==> config.mk <==
export PLATFORM = sky130hd
export DESIGN_NAME = ttl_word_shifter_sync_flat
export DESIGN_NICKNAME = d
export VERILOG_FILES = /design/src/rtl/ttl_word_shifter_sync_if.sv /design/src/rtl/ttl_word_shifter_sync.sv /design/src/flat_wrapper.sv
export SDC_FILE = /design/constraint.sdc
export NUM_CORES = 1
export LEC_CHECK = 0
export BUFFER_PORTS_ARGS = -buffer_cell sky130_fd_sc_hd__buf_2
export CAP_MARGIN = 20
export CORE_MARGIN = 2
export CORE_UTILIZATION = 52
export CTS_CLUSTER_DIAMETER = 100
export DETAILED_ROUTE_END_ITERATION = 7
export HOLD_SLACK_MARGIN = 0.1
export PLACE_DENSITY = 0.83
export SLEW_MARGIN = 20
export SYNTH_ARGS = -nofsm -noshare
export SYNTH_HDL_FRONTEND = slang
export SYNTH_SLANG_ARGS = --single-unit
==> constraint.sdc <==
create_clock -name Clk -period 1.4 [get_ports Clk]
set_input_delay 0.07 -clock Clk [delete_from_list [all_inputs] [get_ports Clk]]
set_output_delay 0.07 -clock Clk [all_outputs]
set_load 0.05 [all_outputs]
==> src/rtl/ttl_word_shifter_sync_if.sv <==
// Bus bundle for ttl_word_shifter_sync: strobe, mode and data in; stage words and status out.
interface ttl_word_shifter_sync_if #(
  parameter int WIDTH = 6,
  parameter int DEPTH = 4
);
  logic                   Cen;
  logic [1:0]             Mode;
  logic [WIDTH-1:0]       D;
  logic [DEPTH*WIDTH-1:0] Q;
  logic [WIDTH-1:0]       Q_first;
  logic [WIDTH-1:0]       Q_last;
  logic [DEPTH-1:0]       Valid;
  logic                   Full;
  logic                   Act;

  modport master (
    output Cen, Mode, D,
    input  Q, Q_first, Q_last, Valid, Full, Act
  );

  modport slave (
    input  Cen, Mode, D,
    output Q, Q_first, Q_last, Valid, Full, Act
  );
endinterface

==> src/rtl/ttl_word_shifter_sync.sv <==
// Chain of DEPTH WIDTH-bit 74174-style stages with hold/shift-up/shift-down/broadcast modes.
// Define TTL_SYNC_CEN_EDGE_EN to update on Cen rising edges; otherwise Cen is a plain level enable.
module ttl_word_shifter_sync #(
  parameter int WIDTH = 6,
  parameter int DEPTH = 4
) (
  input  logic                   Clk,
  input  logic                   Clr_n,
  ttl_word_shifter_sync_if.slave bus
);

  typedef enum logic [1:0] {
    MODE_HOLD  = 2'b00,
    MODE_UP    = 2'b01,
    MODE_DOWN  = 2'b10,
    MODE_BCAST = 2'b11
  } mode_e;

  logic [DEPTH-1:0][WIDTH-1:0] stage_q, stage_d;
  logic [DEPTH-1:0]            valid_q, valid_d;
  logic                        act_q;
  logic                        upd;
  mode_e                       mode;

  assign mode = mode_e'(bus.Mode);

`ifdef TTL_SYNC_CEN_EDGE_EN
  logic last_cen_q;

  assign upd = bus.Cen & ~last_cen_q;

  // Reset value 1 keeps a Cen already high at release from counting as an edge.
  always_ff @(posedge Clk) begin
    if (!Clr_n) last_cen_q <= 1'b1;
    else        last_cen_q <= bus.Cen;
  end
`else
  assign upd = bus.Cen;
`endif

  always_comb begin
    stage_d = stage_q;
    valid_d = valid_q;
    if (upd) begin
      case (mode)
        MODE_UP: begin
          for (int unsigned i = 1; i < DEPTH; i++) begin
            stage_d[i] = stage_q[i-1];
            valid_d[i] = valid_q[i-1];
          end
          stage_d[0] = bus.D;
          valid_d[0] = 1'b1;
        end
        MODE_DOWN: begin
          for (int unsigned i = 0; i + 1 < DEPTH; i++) begin
            stage_d[i] = stage_q[i+1];
            valid_d[i] = valid_q[i+1];
          end
          stage_d[DEPTH-1] = bus.D;
          valid_d[DEPTH-1] = 1'b1;
        end
        MODE_BCAST: begin
          stage_d = {DEPTH{bus.D}};
          valid_d = '1;
        end
        default: ;
      endcase
    end
  end

  always_ff @(posedge Clk) begin
    if (!Clr_n) begin
      stage_q <= '0;
      valid_q <= '0;
      act_q   <= 1'b0;
    end else begin
      stage_q <= stage_d;
      valid_q <= valid_d;
      act_q   <= upd;
    end
  end

  assign bus.Q       = stage_q;
  assign bus.Q_first = stage_q[0];
  assign bus.Q_last  = stage_q[DEPTH-1];
  assign bus.Valid   = valid_q;
  assign bus.Full    = &valid_q;
  assign bus.Act     = act_q;

endmodule

==> src/flat_wrapper.sv <==
// flat-port wrapper written by rule: the top's interface ports become plain ports
module ttl_word_shifter_sync_flat 
#(
  parameter int WIDTH = 6,
  parameter int DEPTH = 4
)
  (Clk, Clr_n, bus_Cen, bus_Mode, bus_D, bus_Q, bus_Q_first, bus_Q_last, bus_Valid, bus_Full, bus_Act);
  ttl_word_shifter_sync_if #(.WIDTH(WIDTH), .DEPTH(DEPTH)) bus_i ();
  input  logic Clk;
  input  logic Clr_n;
  input wire logic [$bits(bus_i.Cen)-1:0] bus_Cen;
  input wire logic [$bits(bus_i.Mode)-1:0] bus_Mode;
  input wire logic [$bits(bus_i.D)-1:0] bus_D;
  output wire logic [$bits(bus_i.Q)-1:0] bus_Q;
  output wire logic [$bits(bus_i.Q_first)-1:0] bus_Q_first;
  output wire logic [$bits(bus_i.Q_last)-1:0] bus_Q_last;
  output wire logic [$bits(bus_i.Valid)-1:0] bus_Valid;
  output wire logic [$bits(bus_i.Full)-1:0] bus_Full;
  output wire logic [$bits(bus_i.Act)-1:0] bus_Act;
  assign bus_i.Cen = bus_Cen;
  assign bus_i.Mode = bus_Mode;
  assign bus_i.D = bus_D;
  assign bus_Q = bus_i.Q;
  assign bus_Q_first = bus_i.Q_first;
  assign bus_Q_last = bus_i.Q_last;
  assign bus_Valid = bus_i.Valid;
  assign bus_Full = bus_i.Full;
  assign bus_Act = bus_i.Act;
  ttl_word_shifter_sync #(.WIDTH(WIDTH), .DEPTH(DEPTH)) u_core (.Clk(Clk), .Clr_n(Clr_n), .bus(bus_i));
endmodule
# [Word-level counts from Yosys, hierarchy flattened]
# Cells that the tools add are included.
[word_totals] register_bits=29 latch_bits=0 ramBits=0 romBits=0 output_inout_bits=42 elab_cells=14 mem_count=0
[op_classes] addsub=0 n_mul=0 div=0 n_lt_le_gt_ge=0 n_eq_ne=3 shifts=0 mux=2 n_bitwise=0 reduce_logical=3
[ops] operator="one-hot mux 24 bit (3 select lines)" n=1
[ops] operator="one-hot mux 4 bit (3 select lines)" n=1
[ops] operator="== test 2 bit (second input constant)" n=2
[ops] operator="AND reduction 4 bit" n=1
[ops] operator="nonzero test 3 bit" n=1
[ops] operator="== test 2 x 1 -> 1 bit (second input constant)" n=1
[ops] operator="AND reduction 2 bit" n=1

# [Logic depth before layout (Yosys ltp)]
# Gate-level depths: netlist of run 1.
[depth] ltp_word=3 ltp_mapped=5

# [Least setup slack after synthesis of run 1]
# OpenSTA, ideal clock, no wires.
[synth_path] kind="register to output" from="reg u_core.valid_q[1], in the netlist u_core.bus.Valid[1]" to="out bus_Full" arrival_ns=1.231 slack_ns=0.099 path_stages_with_launch=2 path_buffers=0 cell_sequence="dfxtp_1 -> and4_1"
[synth_between] elab_chain_len=1
[synth_rtl] item="from (decl)" line_no="ttl_word_shifter_sync.sv:20" source="logic [DEPTH-1:0] valid_q, valid_d;"
[synth_rtl] item="from (signal assigned)" line_no="ttl_word_shifter_sync.sv:78" source="valid_q <= valid_d;"
[synth_rtl] item="AND reduction 4 bit" line_no="ttl_word_shifter_sync.sv:87" source="assign bus.Full = &valid_q;"
[synth_rtl] item="to (decl)" line_no="flat_wrapper.sv:18" source="output wire logic [$bits(bus_i.Full)-1:0] bus_Full;"
# Every way passes these cells.

# [Worst setup path after layout of run 1]
# Same ends and word-level chain as after synthesis.

==> results of run 1 <==
## metrics by stage
| step | instances | setup slack (ns) | hold slack (ns) | area [µm²] | total power (µW) |
|---|---|---|---|---|---|
| 2_1_floorplan | 157 | 0.0994 | 0.160 | 1450 | 1520 |
| 3_5_place_dp | 218 | 0.212 | 0.358 | 1610 | 1630 |
| 4_1_cts | 229 | 0.140 | 0.101 | 1710 | 2210 |
| 6_report | 229 | 0.164 | 0.115 | 1710 | 2200 |
| 3_3_place_gp | 218 | 0.284 | 0.353 | 1610 | 1620 |
| 5_1_grt | 229 | 0.0649 | 0.112 | 1710 | 2290 |
## routing by layer
metal	GRT usage	vias to the layer above	part of all wire
met3	0.0737	6	0.071
met1	0.256	609	0.44
li1	-	632	-
met2	0.329	52	0.48
met5	0	-	0
met4	0.0831	0	0.0096
## cell type report
| class | count | area [µm²] | area share |
|---|---|---|---|
| multi-input cells | 103 | 692 | 0.405 |
| flip-flops and latches | 29 | 581 | 0.340 |
| repair buffers | 58 | 325 | 0.191 |
| clock buffers | 7 | 65.1 | 0.0381 |
| well taps | 31 | 38.8 | 0.0227 |
| clock inverters | 1 | 5.00 | 0.00293 |
## registers in the layout (all words and copies together), names as in the netlist
signal	count
u_core.bus.Q	12
u_core.bus.Q_first	6
u_core.bus.Q_last	6
u_core.bus.Act	1
u_core.bus.Valid	4
## worst paths after layout
kind,start,to,slack (ns),depth (start not counted)
max,u_core.bus.Valid[1],bus_Full,0.16,2
max reg2reg,u_core.bus.Q[16],u_core.bus.Q[10],0.49,3
min reg2reg,u_core.bus.Valid[0],u_core.bus.Valid[0],0.54,2
min,bus_D[5],u_core.bus.Q_first[5],0.12,3
## cell usage in the layout, fill, tap and decap left out, types with 2 or more instances in the layout
cell type,netlist,final
a21oi_1,9,9
buf_2,3,52
buf_4,17,2
clkbuf_4,0,5
clkbuf_8,0,2
dfxtp_1,29,29
dlygate4sd3_1,0,3
mux2_2,10,10
mux2i_1,13,13
nand2_1,8,8
nand2b_1,2,2
nor2_1,14,14
o211a_1,7,7
o21ai_0,20,20
o22ai_1,13,13
## cell families after synthesis
| kind of cell | Yosys count |
|---|---|
| AOI/OAI and AO/OA | 52 |
| DFF | 29 |
| and+or+nand+nor | 27 |
| buffers and inverters | 25 |
| muxes | 24 |
## what timing repair did
item                      CTS  global route
gates resized for setup     0             0
hold buffers                3             0
hold endpoints to repair    6             0
## where the power goes
| part | internal [µW] | total, µW | switching [µW] | leakage (µW) |
|---|---|---|---|---|
| logic | 188 | 673 | 485 | 0.000617 |
| clock network | 291 | 574 | 283 | 0.0000413 |
| registers | 890 | 951 | 60.6 | 0.000240 |
## synth_stat cells (2+ instances only)
cell      instances  share of area
a21oi_1           9          0.031
buf_2             3          0.010
buf_4            17          0.088
buf_6             2          0.016
clkbuf_1          3         0.0078
dfxtp_1          29           0.40
mux2_2           10          0.078
mux2i_1          13          0.090
nand2_1           8          0.021
nand2b_1          2         0.0086
nor2_1           14          0.036
o211a_1           7          0.048
o21ai_0          20          0.069
o22ai_1          13          0.056
## critical path, delay by kind of cell, from the launching register on
family	cells	cell delay, ns
flops	1	0.40
simple gates	1	0.19
buf+inv	1	0.25
==> impl_metrics.py, run 1 <==
metrics = {
    "synth": {
        "synth-edff-count": 0,
        "synth_top_family_by_area": "compound AO/OA/AOI/OAI gates",
        "synthMuxAreaShare": 0.175,
        "synth_top_flop_cell": "dfxtp_1",
        "synthXorXnorAreaFrac": 0,
        "async_reset_ff_frac": 0,
        "avgSynthCellArea_um2": 9.23,
        "synth_simple_gate_area_frac": 0.0812,
        "yosysWarningCount": 0,
        "ys_types": 21,
        "synth_compound_area_frac": 0.221,
        "synth_seq_cells": 29,
        "synth_fa_ha_area_frac": 0,
        "syn_nets": 168,
        "ys_seq_area_frac": 0.401,
        "synthesis.instances": 157,
        "mappedNetlistArea_um2": 1450,
    },
    "floorplan": {
        "coreArea_um2": 2710,
        "io_pins": 53,
        "dieArea_um2": 3220,
        "rows": 19,
        "chipHeight_um": 56.8,
        "die_w_um": 56.8,
        "initial_core_util": 0.535,
    },
    "cts": {
        "cts.path.max_buffers": 2,
        "ctsRootBufferMaster": "clkbuf_4",
        "cts_buffers": 5,
        "clk_pin_slew_worst_paths_ns": 0.09,
        "htreeDepth": 2,
        "clkLatencyLatePin_ns": 0.32,
        "cts_tree": "done",
        "clock_sinks": 29,
        "post_cts_buffers": 0,
    },
    "sta": {
        "worst-slew-pin-transition_ns": 0.533,
        "relSlewSlack": 0.645,
        "max_freq_mhz": 809,
        "period_share": 0.883,
        "rsz0062_at_grt": "no",
        "skew_ns": 0.00868,
        "finalSetupViolations": 0,
        "finalHoldViolCount": 0,
        "finalMaxSlewViolations": 0,
        "post-route-min-period_ns": 1.24,
        "finalSetupTns_ns": 0,
    },
    "finish": {
        "drive_gt1_frac": 0.369,
        "finalNetCount": 208,
        "finish.utilization": 0.630,
        "syn_to_final_growth_pct": 17.8,
        "n_antenna_cell": 0,
        "fillers": 259,
    },
    "job": {
        "drv_cap": 0,
    },
    "drt": {
        "drt_pre_antenna_iters": 5,
        "routed_wl_um": 3230,
        "antenna_left": 0,
        "vias": 1299,
        "drc": 0,
        "avgViaCountPerCell": 5.67,
        "drt_iter0_drc": 57,
        "wire_per_inst_um": 14.1,
    },
    "global_route": {
        "grt_overflow_total": 0,
        "grt_usage": 0.207,
        "grt_max_degree": 42,
        "grt_first_pass_wirelength_um": 5160,
        "grt_antenna_before_repair": 0,
        "first_global_vias": 1146,
    },
    "critical_path": {
        "max_stage_delay_ns": 0.40,
        "worstPathCellList": "and4_1 -> buf_2",
        "worst_setup_path_start_kind": "register",
        "cp_slowest_cell": "dfxtp_1",
        "crit_arrival_ns": 1.17,
        "path_class": "reg2out",
        "crit_required_ns": 1.33,
        "cp_max_fo": 5,
        "crit_path_end_kind": "output pin",
    },
    "power": {
        "ir_drop_uv": 1050,
        "leakage_uw": 0.000899,
        "powerDensity_nw_per_um2": 1290,
    },
    "place": {
        "place_congestion": 0.773,
        "place_hpwl_um": 2220,
        "port_buffers": 52,
    },
    "status": {
        "status": "finished clean",
    },
    "hold_path": {
        "hold_class": "in2reg",
    },
}
Note: power is estimated with default switching activity, not from simulation.
==> run 2, diff against run 1 <==
- ABC_AREA: default -> 1
- CORE_UTILIZATION: 52 -> 55
- HOLD_SLACK_MARGIN: 0.1 -> 0.05
- PLACE_DENSITY: 0.83 -> 0.85
==> run 2 against run 1 <==
Against the previous run:
- worst hold slack worse by 0.038 ns
- total power is 0.92% lower
- sequential cell count stayed put
- cell count is 62% higher
- register-to-register slack better by 0.04 ns
- setup slack worse by 0.068 ns
- utilization is 1.6 points higher
- critical path depth is 1 higher
==> impl_metrics.py, run 2 <==
metrics = {
    "finish": {
        "final_cell_mix": "nand2_1 (103), nor2_1 (60), buf_2 (51)",
        "syn_to_final_growth_pct": 12.7,
        "multi_input_area_um2": 837,
        "finalNetCount": 336,
        "stdcell_count": 370,
        "final_common_cell": "nand2_1",
        "largest_reg_flops": 12,
        "drive_gt1_frac": 0.233,
        "seq_area_um2": 586,
        "fillers": 303,
        "n_antenna_cell": 0,
    },
    "power": {
        "switching_share": 0.422,
        "ir_drop_uv": 588,
        "leakage_uw": 0.00114,
        "p_switching_uw": 918,
        "p_int_uw": 1260,
        "pwr-share-clk": 0.224,
        "powerDensity_nw_per_um2": 1110,
        "seqPwrFrac": 0.434,
        "p_comb_frac": 0.342,
    },
    "cts": {
        "htreeDepth": 2,
        "clkLatencyLatePin_ns": 0.33,
        "cts_tree": "done",
        "cts_buffers": 5,
        "clock_sinks": 29,
        "clk_pin_slew_worst_paths_ns": 0.09,
        "cts.path.max_buffers": 2,
        "ctsRootBufferMaster": "clkbuf_4",
    },
    "sta": {
        "worst-slew-pin-transition_ns": 0.518,
        "finalSetupViolations": 0,
        "relSlewSlack": 0.655,
        "finalHoldViolCount": 0,
        "finalMaxSlewViolations": 0,
        "skew_ns": 0.00874,
        "whs_ns": 0.0766,
        "period_share": 0.932,
        "finalSetupTns_ns": 0,
        "post-route-min-period_ns": 1.30,
        "max_freq_mhz": 767,
        "rsz0062_at_grt": "no",
    },
    "floorplan": {
        "coreArea_um2": 3030,
        "initial_core_util": 0.573,
        "dieArea_um2": 3620,
        "io_pins": 53,
        "chipHeight_um": 60.2,
        "die_w_um": 60.2,
        "rows": 20,
    },
    "drt": {
        "wire_per_inst_um": 10.2,
        "drt_iter0_drc": 116,
        "routed_wl_um": 3770,
        "antenna_left": 0,
        "drc": 0,
        "vias": 1758,
        "avgViaCountPerCell": 4.75,
        "drt_pre_antenna_iters": 4,
    },
    "synth": {
        "synth-edff-count": 0,
        "synthesis.instances": 288,
        "synth_top_flop_cell": "dfxtp_1",
        "synthTopCellsByArea": "dfxtp_1 (33%), nand2_1 (22%), nor2_1 (13%), inv_1 (6.5%), buf_4 (6.1%)",
        "synth_top_area_frac": 0.335,
        "synth_seq_cells": 29,
        "avgSynthCellArea_um2": 6.03,
        "async_reset_ff_frac": 0,
        "mappedNetlistArea_um2": 1740,
        "syn_nets": 299,
        "ys_seq_area_frac": 0.335,
        "synthTopCellsByCount": "nand2_1 (103), nor2_1 (60), inv_1 (30)",
        "synth.largest_area_cell": "dfxtp_1",
        "yosysMostFrequentCell": "nand2_1",
        "ys_types": 18,
        "yosysWarningCount": 0,
    },
    "global_route": {
        "grt_antenna_before_repair": 0,
        "first_global_vias": 1542,
        "grt_first_pass_wirelength_um": 6330,
        "grt_overflow_total": 0,
        "grt_usage": 0.233,
        "grt_max_degree": 30,
    },
    "critical_path": {
        "path_class": "reg2out",
        "cp_max_fo": 3,
        "crit_arrival_ns": 1.23,
        "r2r-end": "u_core.bus.Valid[1]",
        "reg2reg_depth": 4,
        "crit_path_end_kind": "output pin",
        "crit_required_ns": 1.33,
        "endpoint": "bus_Full",
        "worstReg2RegStart": "u_core.bus.Valid[2]",
        "worst_setup_path_start_kind": "register",
        "cp-startpoint": "u_core.bus.Valid[3]",
        "reg2reg_setup_slack_ns": 0.53,
    },
    "hold_path": {
        "hold_depth": 5,
        "hold_class": "in2reg",
    },
    "status": {
        "status": "finished clean",
    },
    "place": {
        "dp.cells": 361,
        "place_congestion": 0.850,
        "port_buffers": 52,
        "place_hpwl_um": 2620,
    },
    "job": {
        "drv_cap": 0,
    },
}
## run 2: changes by cell type after synthesis, moves of 13 or more
cell / delta
nand2_1: +95
nand3_1: +20
o21ai_0: -13
o22ai_1: -13
mux2i_1: -13
inv_1: +30
nor2_1: +46
## run 2: cell type report
class,count,share of cell area
Inverter,32,0.0614
Timing Repair Buffer,57,0.157
Multi-Input combinational cell,200,0.428
Clock buffer,6,0.0211
Sequential cell,29,0.299
Clock inverter,2,0.00512
Tap cell,44,0.0282
## run 2: what timing repair did
action                                 CTS  global route
resized for setup                        0             3
setup endpoints to repair                0             1
hold buffers                             1             0
endpoints found under the hold margin    1             0
buffers inserted                         0             0
## run 2: stage by stage
step / worst slack (ns) / total power [µW] / utilization / cell area (µm²)
5_1_grt: 0.0172 / 2310 / 0.646 / 1960
4_1_cts: 0.00205 / 2190 / 0.644 / 1950
3_3_place_gp: 0.261 / 1700 / 0.624 / 1890
6_report: 0.0955 / 2180 / 0.646 / 1960
3_5_place_dp: 0.229 / 1710 / 0.624 / 1890
2_1_floorplan: 0.0282 / 1600 / - / 1760
## run 2: worst max-delay path: stages (launching register included)
cell and delay, ns:
dfxtp_2 0.35, inv_1 0.08, nor4_4 0.28, buf_6 0.19
## run 2: per-layer routing
layer  wire (µm)  GRT usage  vias up
li1            -          -      916
met5           0          0        -
met1        1720      0.280      770
met2        1720      0.382       68
met3         288     0.0541        4
met4          39      0.124        0
## run 2: kinds of logic (layout without fill, tap and decap cells)
| group | after synthesis | after routing | share of synthesized area |
|---|---|---|---|
| flops | 29 | 29 | 0.335 |
| simple gates | 190 | 190 | 0.438 |
| buf+inv | 59 | 97 | 0.192 |
| compound gates | 10 | 10 | 0.0353 |
## run 2: worst min path at each step
stage                                  to  startpoint
floorplan                  u_core.bus.Act     bus_Cen
global placement           u_core.bus.Act     bus_Cen
detailed placement         u_core.bus.Act     bus_Cen
CTS                 u_core.bus.Q_first[2]    bus_D[2]
global route        u_core.bus.Q_first[1]    bus_D[1]
finish              u_core.bus.Q_first[2]    bus_D[2]
## run 2: power by group through the flow
stage / sequential (µW) / clock (µW) / combinational [µW]
after floorplan: 1180 / 0 / 420
after global placement: 964 / 0 / 733
after global routing: 956 / 540 / 812
after CTS: 946 / 499 / 746
final: 946 / 487 / 744
after detailed placement: 966 / 0 / 741
